<file path="config.mk">
export PLATFORM = sky130hd
export DESIGN_NAME = instruction_fetch
export DESIGN_NICKNAME = d
export VERILOG_FILES = /design/src/rtl/riscv_pkg.sv /design/src/rtl/fetch_buffer.sv /design/src/rtl/instruction_fetch.sv
export SDC_FILE = /design/constraint.sdc
export NUM_CORES = 1
export LEC_CHECK = 0
export ABC_CLOCK_PERIOD_IN_PS = 5400
export BUFFER_PORTS_ARGS = -buffer_cell sky130_fd_sc_hd__buf_4
export CAP_MARGIN = 15
export CORE_UTILIZATION = 40
export CTS_CLUSTER_SIZE = 10
export DETAILED_ROUTE_END_ITERATION = 8
export GPL_ROUTABILITY_DRIVEN = 0
export SYNTH_ARGS = -nofsm -noshare
export SYNTH_HDL_FRONTEND = slang
export SYNTH_HIERARCHICAL = 1
export SYNTH_SLANG_ARGS = --single-unit
export TNS_END_PERCENT = 30
</file>
<file path="constraint.sdc">
create_clock -name i_Clock -period 5.4 [get_ports i_Clock]
set_clock_uncertainty 0.1 [all_clocks]
set_input_delay 0.27 -clock i_Clock [delete_from_list [all_inputs] [get_ports i_Clock]]
set_output_delay 0.27 -clock i_Clock [all_outputs]
set_load 0.02 [all_outputs]
</file>
<file path="src/rtl/riscv_pkg.sv">
// Shared types and constants for the instruction fetch slice.
package riscv_pkg;

  localparam int XLEN = 32;
  localparam logic [XLEN-1:0] RESET_VECTOR_DEFAULT = 32'h0000_0000;

  typedef struct packed {
    logic [XLEN-1:0] instr;
    logic [XLEN-1:0] pc;
  } fetch_entry_t;

  function automatic logic [XLEN-1:0] align_word(input logic [XLEN-1:0] i_Addr);
    return {i_Addr[XLEN-1:2], 2'b00};
  endfunction

endpackage

</file>
<file path="src/rtl/fetch_buffer.sv">
// Two-entry FIFO holding fetched {instr, pc} pairs between memory return and decode.
module fetch_buffer
  import riscv_pkg::*;
(
  input  logic         i_Clock,
  input  logic         i_Reset,
  input  logic         i_Push,
  input  logic         i_Pop,
  input  logic         i_Flush,
  input  fetch_entry_t i_Entry,
  output fetch_entry_t o_Head,
  output logic [1:0]   o_Count
);

  fetch_entry_t r_Entries [2];
  logic         r_RdPtr;
  logic         r_WrPtr;
  logic [1:0]   r_Count;

  logic w_DoPop;
  logic w_DoPush;

  assign w_DoPop  = i_Pop && (r_Count != 2'd0);
  // A push into a full buffer is fine when the head leaves on the same edge.
  assign w_DoPush = i_Push && ((r_Count != 2'd2) || w_DoPop);

  always_ff @(posedge i_Clock or posedge i_Reset) begin
    if (i_Reset) begin
      r_Entries[0] <= '0;
      r_Entries[1] <= '0;
      r_RdPtr      <= 1'b0;
      r_WrPtr      <= 1'b0;
      r_Count      <= 2'd0;
    end else if (i_Flush) begin
      r_RdPtr <= 1'b0;
      r_WrPtr <= 1'b0;
      r_Count <= 2'd0;
    end else begin
      if (w_DoPush) begin
        r_Entries[r_WrPtr] <= i_Entry;
        r_WrPtr            <= ~r_WrPtr;
      end
      if (w_DoPop) begin
        r_RdPtr <= ~r_RdPtr;
      end
      case ({w_DoPush, w_DoPop})
        2'b10:   r_Count <= r_Count + 2'd1;
        2'b01:   r_Count <= r_Count - 2'd1;
        default: r_Count <= r_Count;
      endcase
    end
  end

  assign o_Head  = r_Entries[r_RdPtr];
  assign o_Count = r_Count;

endmodule

</file>
<file path="src/rtl/instruction_fetch.sv">
// Fetch stage: owns the PC, issues one read per cycle to a 1-cycle-latency memory,
// buffers returned words for decode and handles redirects from execute.
module instruction_fetch
  import riscv_pkg::*;
#(
  parameter logic [XLEN-1:0] RESET_VECTOR = RESET_VECTOR_DEFAULT
) (
  input  logic            i_Clock,
  input  logic            i_Reset,
  output logic [XLEN-1:0] o_MemAddress,
  output logic            o_MemWriteEnable,
  output logic [XLEN-1:0] o_MemDataIn,
  input  logic [XLEN-1:0] i_MemData,
  input  logic            i_Redirect,
  input  logic [XLEN-1:0] i_RedirectTarget,
  output logic            o_InstrValid,
  input  logic            i_InstrReady,
  output logic [XLEN-1:0] o_Instr,
  output logic [XLEN-1:0] o_InstrPc
);

  localparam logic [XLEN-1:0] RESET_PC = {RESET_VECTOR[XLEN-1:2], 2'b00};

  logic [XLEN-1:0] r_Pc;
  logic            r_InFlight;
  logic [XLEN-1:0] r_InFlightPc;

  logic [XLEN-1:0] w_FetchPc;
  logic            w_Pop;
  logic            w_Issue;
  logic            w_Push;
  logic [2:0]      w_Occupancy;
  logic [1:0]      w_Count;
  fetch_entry_t    w_Head;
  fetch_entry_t    w_PushEntry;

  assign w_FetchPc = i_Redirect ? align_word(i_RedirectTarget) : r_Pc;
  assign w_Pop     = o_InstrValid && i_InstrReady;

  // Slots that will be claimed after this edge if nothing new is issued.
  assign w_Occupancy = {1'b0, w_Count} + {2'b00, r_InFlight} - {2'b00, w_Pop};
  assign w_Issue     = i_Redirect || (w_Occupancy < 3'd2);

  assign w_Push      = r_InFlight && !i_Redirect;
  assign w_PushEntry = '{instr: i_MemData, pc: r_InFlightPc};

  always_ff @(posedge i_Clock or posedge i_Reset) begin
    if (i_Reset) begin
      r_Pc         <= RESET_PC;
      r_InFlight   <= 1'b0;
      r_InFlightPc <= '0;
    end else if (w_Issue) begin
      r_InFlight   <= 1'b1;
      r_InFlightPc <= w_FetchPc;
      r_Pc         <= w_FetchPc + 32'd4;
    end else begin
      r_InFlight   <= 1'b0;
    end
  end

  fetch_buffer u_fetch_buffer (
    .i_Clock (i_Clock),
    .i_Reset (i_Reset),
    .i_Push  (w_Push),
    .i_Pop   (w_Pop),
    .i_Flush (i_Redirect),
    .i_Entry (w_PushEntry),
    .o_Head  (w_Head),
    .o_Count (w_Count)
  );

  assign o_MemAddress     = {2'b00, w_FetchPc[XLEN-1:2]};
  assign o_MemWriteEnable = 1'b0;
  assign o_MemDataIn      = '0;

  assign o_InstrValid = (w_Count != 2'd0);
  assign o_Instr      = w_Head.instr;
  assign o_InstrPc    = w_Head.pc;

endmodule

</file>
==> Word-level counts from Yosys, hierarchy flattened <==
Index checks and enable logic that the tools add are counted.
{ "word_totals": {"reg_bits": 197, "input_bits": 68} }
{ "classes": {"reduce_logical": 13, "n_bitwise": 5, "n_addsub": 5, "eq_ne": 3, "mux": 14, "magnitude_cmp": 4} }
{ "ops": {"columns": ["cell", "n"], "rows": [
  ["2-to-1 mux 64 bit", 4],
  ["bitwise mux 128 bit", 1],
  ["demux 64 bit (select 1 bit)", 1],
  ["adder 32 x 3 -> 32 bit, second input constant", 1],
  ["2-to-1 mux 32 bit", 1],
  ["nonzero test 2 bit", 3],
  ["logical AND 1 bit", 5],
  ["2-to-1 mux 1 bit", 5],
  ["greater-or-equal comparator 2 bit, second input constant", 2],
  ["NOT 1 -> 2 bit", 2],
  ["one-hot mux 2 bit (2 select lines)", 1],
  ["adder 2 x 1 -> 3 bit", 1],
  ["less-than comparator 3 x 2 -> 1 bit, second input constant", 1],
  ["NOT 1 bit", 3],
  ["nonzero test 3 bit", 1],
  ["subtractor 3 x 1 -> 3 bit", 1],
  ["adder 2 x 1 -> 2 bit, second input constant", 1],
  ["== test 2 x 1 -> 1 bit, second input constant", 1],
  ["== test 2 bit, second input constant", 1],
  ["logical OR 1 bit", 2],
  ["less-than comparator 2 x 1 -> 1 bit, second input constant", 1],
  ["2-to-1 mux 2 bit", 1],
  ["inequality test 2 bit, second input constant", 1],
  ["AND reduction 2 bit", 1],
  ["2 further kinds", 2]
]} }

==> Depth between registers and ports, before layout <==
{ "logic_depth": {"ltp_word": 8, "mapped_depth": 14, "mapped_depth_nobuf": 12} }

==> By module <==
The synthesis kept the hierarchy.
{ "by_module_without_submodules": {"columns": ["mod", "instances", "cells_per_inst", "area_each_um2"], "rows": [
  ["fetch_buffer", 1, 366, 5916.9],
  ["instruction_fetch", 1, 410, 3686.0]
]} }

==> Worst setup path after synthesis <==
No wires, ideal clock.
{ "synth_path": {"path_kind": "flip-flop to flip-flop", "start": "reg u_fetch_buffer.r_Count[1] (netlist: u_fetch_buffer/o_Count[1])", "end": "reg r_InFlightPc[4]", "arrival_time_ns": 2.921, "synth_period_minus_slack_ns": 3.157, "setup_ns": 0.137, "n_path_buf": 2, "path_stages_with_launch": 15, "path_slack_ns": 2.243, "path_cell_list": "dfrtp_1 inv_1 nand2_1 and2_1 ha_1 nor2b_1 fa_1 xnor2_1 nor2_1 nor2_1 clkinv_1 clkbuf_1 clkbuf_1 nor2_1 a21oi_1"} }
{ "synth_between": {"elab_chain_cells": 5, "word_cells_on_any_way": 6} }
{ "synth_rtl": {"columns": ["item", "line_no", "rtl"], "rows": [
  ["start, declared", "fetch_buffer.sv:18", "logic [1:0] r_Count;"],
  ["start signal, assigned", "fetch_buffer.sv:47", "2'b10: r_Count <= r_Count + 2'd1;"],
  ["start signal, assigned", "fetch_buffer.sv:48", "2'b01: r_Count <= r_Count - 2'd1;"],
  ["start signal, assigned", "fetch_buffer.sv:49", "default: r_Count <= r_Count;"],
  ["nonzero test 2 bit", "instruction_fetch.sv:76", "assign o_InstrValid = (w_Count != 2'd0);"],
  ["net o_InstrValid", "instruction_fetch.sv:16", "output logic o_InstrValid,"],
  ["logical AND 1 bit", "instruction_fetch.sv:38", "assign w_Pop = o_InstrValid && i_InstrReady;"],
  ["net w_Pop", "instruction_fetch.sv:29", "logic w_Pop;"],
  ["subtractor 3 x 1 -> 3 bit", "instruction_fetch.sv:41", "assign w_Occupancy = {1'b0, w_Count} + {2'b00, r_InFlight} - {2'b00, w_Pop};"],
  ["less-than comparator 3 x 2 -> 1 bit", "instruction_fetch.sv:42", "assign w_Issue = i_Redirect || (w_Occupancy < 3'd2);"],
  ["logical OR 1 bit", "instruction_fetch.sv:42", null],
  ["end signal, assigned", "instruction_fetch.sv:54", "r_InFlightPc <= w_FetchPc;"],
  ["end, declared", "instruction_fetch.sv:26", "logic [XLEN-1:0] r_InFlightPc;"]
]} }
The timed path passes the listed nets, and every way through them passes these cells.
A chain may end at the register's enable or synchronous reset.

==> Worst setup path in the final report <==
{ "layout_path": {"start": "reg u_fetch_buffer.r_Count[1] (netlist: u_fetch_buffer/o_Count[1])", "end": "reg r_Pc[26]"} }
{ "layout_between": {"elab_chain_cells": 5, "word_cells_on_any_way": 6} }
{ "layout_rtl": {"columns": ["item", "line_no", "rtl"], "rows": [
  ["nonzero test 2 bit", "instruction_fetch.sv:76", null],
  ["logical AND 1 bit", "instruction_fetch.sv:38", null],
  ["net w_Pop", "instruction_fetch.sv:29", null],
  ["subtractor 3 x 1 -> 3 bit", "instruction_fetch.sv:41", null],
  ["less-than comparator 3 x 2 -> 1 bit", "instruction_fetch.sv:42", null],
  ["logical OR 1 bit", "instruction_fetch.sv:42", null],
  ["end signal, assigned", "instruction_fetch.sv:55", "r_Pc <= w_FetchPc + 32'd4;"],
  ["end, declared", "instruction_fetch.sv:24", "logic [XLEN-1:0] r_Pc;"]
]} }
The timed path passes the listed nets, and every way through them passes these cells.

==> impl_metrics.yaml <==
status:
  outcome: "complete, no violations"
power:
  power_density_nw_per_um2: 564
  combPwrFrac: 0.420
  p_sw_w: 0.00236
  netSwitchingFraction: 0.351
  power.internal_w: 0.00435
  p_seq_frac: 0.388
  power_leakage_nw: 5.40
  clockPowerShare: 0.192
  vdd_drop_max_mv: 0.213
clocking:
  cts_buffer_depth: 2
  cts_tree: "yes"
  cts_root_buffer: "clkbuf_16"
  clkTransAtPathRegs_ns: 0.07
  cts_num_sinks: 193
  htreeDepth: 4
  cts-buffers-inserted: 17
  clock_latency_ns: 0.43
  postCtsSetupBuffers: 0
critical_path:
  reg2reg_to: "r_Pc[26]$_DFFE_PP0P_"
  r2r_start: "u_fetch_buffer/o_Count[1]$_DFFE_PP0P_"
  cp.required_ns: 5.61
  worstPathCellList: "inv_1 -> nand2_1 -> and2_1 -> ha_1 -> nor2b_1 -> fa_1 -> xnor2_1 -> nor2_1 -> nor2_1 -> inv_2 -> buf_12 -> nor2_1 -> a21oi_1"
  critPathLaunchType: "register"
  critPathMaxStageDelay_ns: 0.80
  slowest_stage: "nor2_1"
  reg2reg_setup_slack_ns: 1.08
  r2r_cells: 13
  cpMostUsedCell: "nor2_1"
  critPathMaxFanout: 46
  arrival_ns: 4.53
  path_class: "register to register"
  startpoint: "u_fetch_buffer/o_Count[1]$_DFFE_PP0P_"
  end_kind: "register"
sta:
  setup_violations: 0
  fmaxAchievable_ghz: 0.232
  tightest_slew_ns: 1.10
  hold_viol_final: 0
  setup_ws_ns: 1.08
  fin_worst_hold_slack_ns: 0.0630
  period_minus_slack_ns: 4.32
  slew_headroom: 0.270
  drv_slew: 0
  tns_ns: 0
  post-route-period-util: 0.799
  rsz0062_at_grt: "no"
grt:
  grt_max_degree: 68
  grt_pass1_wl_um: 33400
  grt_use_total: 0.176
  grt_antenna_before_repair: 0
  gr-total-overflow: 0
  grt_pass1_vias: 6177
final_layout:
  utilization: 0.506
  final_nets: 1035
  areaGrowthSynthToFinish_pct: 24.0
  drive_gt1_frac: 0.427
  nFillCells: 2130
  antenna_cells: 0
synth:
  synth_top_area_share: 0.503
  ys_seq_elements: 193
  seq_area_frac_synth: 0.503
  synth_area_leaders: "dfrtp_1, mux2_2, mux2_4"
  synth-edff-count: 0
  synth_ff_type: "dfrtp_1"
  syn-cell-area_sq_um: 9600
  yosysWarnings: 6
  ys_types: 47
  yosysTopAreaCell: "dfrtp_1"
  synthCells: 776
  postSynthAreaPerCell_sq_um: 12.4
  async_reset_ff_frac: 1.00
  yosysMostFrequentCell: "dfrtp_1"
  ys_top_cells_by_count: "dfrtp_1, mux2_2, nor2_1"
die:
  start_util: 0.408
  core_sq_um: 23500
  die_h_um: 157
  row_count: 56
  io_pins: 198
  fp.dieW_um: 157
  die-area_sq_um: 24600
worst_hold_path:
  whs_path_depth: 3
  hp-start: "i_RedirectTarget[22]"
  hp-class: "input port to register"
  whs_endpoint: "r_Pc[22]$_DFFE_PP0P_"
routing:
  vias_per_cell: 4.86
  drt_first_iter_violations: 275
  vias: 6291
  antenna_left: 0
  drc_errors: 0
  wire_per_inst_um: 16.2
  postRouteWirelength_um: 21000
  drt_pass1_iterations: 6
job:
  cap_violations: 0
placement:
  place_hpwl_um: 14000
  dp_slack_ns: 1.02
  io_buffer_count: 160
-- placed cells by master, fill, tap and decap left out, types with 4 or more instances in the layout --
cell type      instances
mux2_2               158
buf_4                169
xnor2_1               27
inv_1                 27
clkbuf_16             17
mux2i_1               23
a21oi_1               45
xor2_1                 4
nand3_1               15
dfrtp_1              192
nor3_1                 4
mux2_4                49
nand4b_1               4
o21ai_0                4
nand3b_1              10
conb_1                39
nor2b_1                5
a22oi_1                4
nor2_1                68
dlygate4sd3_1         33
nand4_1                4
nand2_1               25
-- through the flow --
| step | cells | instance area (sq um) | power [W] |
|---|---|---|---|
| 2_1_floorplan | 814 | 9750 | 0.00450 |
| 3_3_place_gp | 1231 | 11000 | 0.00538 |
| 3_5_place_dp | 1231 | 11000 | 0.00544 |
| 4_1_cts | 1295 | 11900 | 0.00679 |
| 5_1_grt | 1295 | 11900 | 0.00714 |
| 6_report | 1295 | 11900 | 0.00671 |
-- repair_timing --
action	in CTS	in global routing
hold buffers	33	0
endpoints found under the hold margin	130	0
resized for setup	0	0
-- worst max-delay path by stage --
stage | end | slack, ns | cells past startpoint
after detailed placement | r_Pc[26]$_DFFE_PP0P_ | 1.02 | 13
after CTS | r_InFlightPc[13]$_DFFE_PP0P_ | 1.01 | 13
after floorplan | u_fetch_buffer/o_Count[0]$_DFFE_PP0P_ | 1.50 | 1
final | r_Pc[26]$_DFFE_PP0P_ | 1.08 | 13
after global routing | r_InFlightPc[13]$_DFFE_PP0P_ | 0.66 | 13
after global placement | r_InFlightPc[13]$_DFFE_PP0P_ | 1.14 | 13
-- power groups by stage --
| stage | Sequential, W | Clock [W] | Combinational (W) |
|---|---|---|---|
| after floorplan | 0.00246 | 0 | 0.00204 |
| after global placement | 0.00260 | 0 | 0.00278 |
| after detailed placement | 0.00262 | 0 | 0.00282 |
| after CTS | 0.00260 | 0.00133 | 0.00285 |
| after global routing | 0.00270 | 0.00139 | 0.00304 |
| final | 0.00261 | 0.00129 | 0.00282 |
-- layout make-up --
type                       instances  area, sq um  share of cell area
sequential                       193         4830               0.406
multi-input combinational        519         4340               0.365
timing repair buffer             203         1620               0.136
clock buffer                      21          470              0.0395
tap                              319          399              0.0335
clock inverter                    10          126              0.0106
inverter                          30          118             0.00988
-- worst max-delay path: cells and delay by family, from the launching register on --
family	cells	cell delay, ns
and+or+nand+nor	6	1.49
buffers and inverters	3	1.09
adders and majority gates	2	0.68
DFF	1	0.48
xor gates and xnor gates	1	0.29
AOI/OAI and AO/OA	1	0.05
-- per-layer routing --
metal	part of all wire	GRT usage	wire length, um
met3	0.054	0.0391	1130
met1	0.49	0.254	10300
met5	0	0	0
met2	0.45	0.265	9360
met4	0.0065	0.0415	137
-- cell families after synthesis --
group                    Yosys count  share of synthesized area
flip-flops                       193                      0.503
multiplexers                     230                      0.286
XOR/XNOR                          31                     0.0283
other                              1                   0.000391
AND/OR/NAND/NOR                  148                     0.0753
AO/OA/AOI/OAI                     68                     0.0420
buffers and inverters            102                     0.0606
adder cells (fa/ha/maj)            3                    0.00469
-- state kept, by name, indices dropped and copies added, names as in the netlist --
register and cells:
r_InFlight 1, r_InFlightPc 30, r_Pc 30, u_fetch_buffer/o_Count 2
u_fetch_buffer/r_Entries 128, u_fetch_buffer/r_RdPtr 1, u_fetch_buffer/r_WrPtr 1
Power figures use the tool's default switching activity.
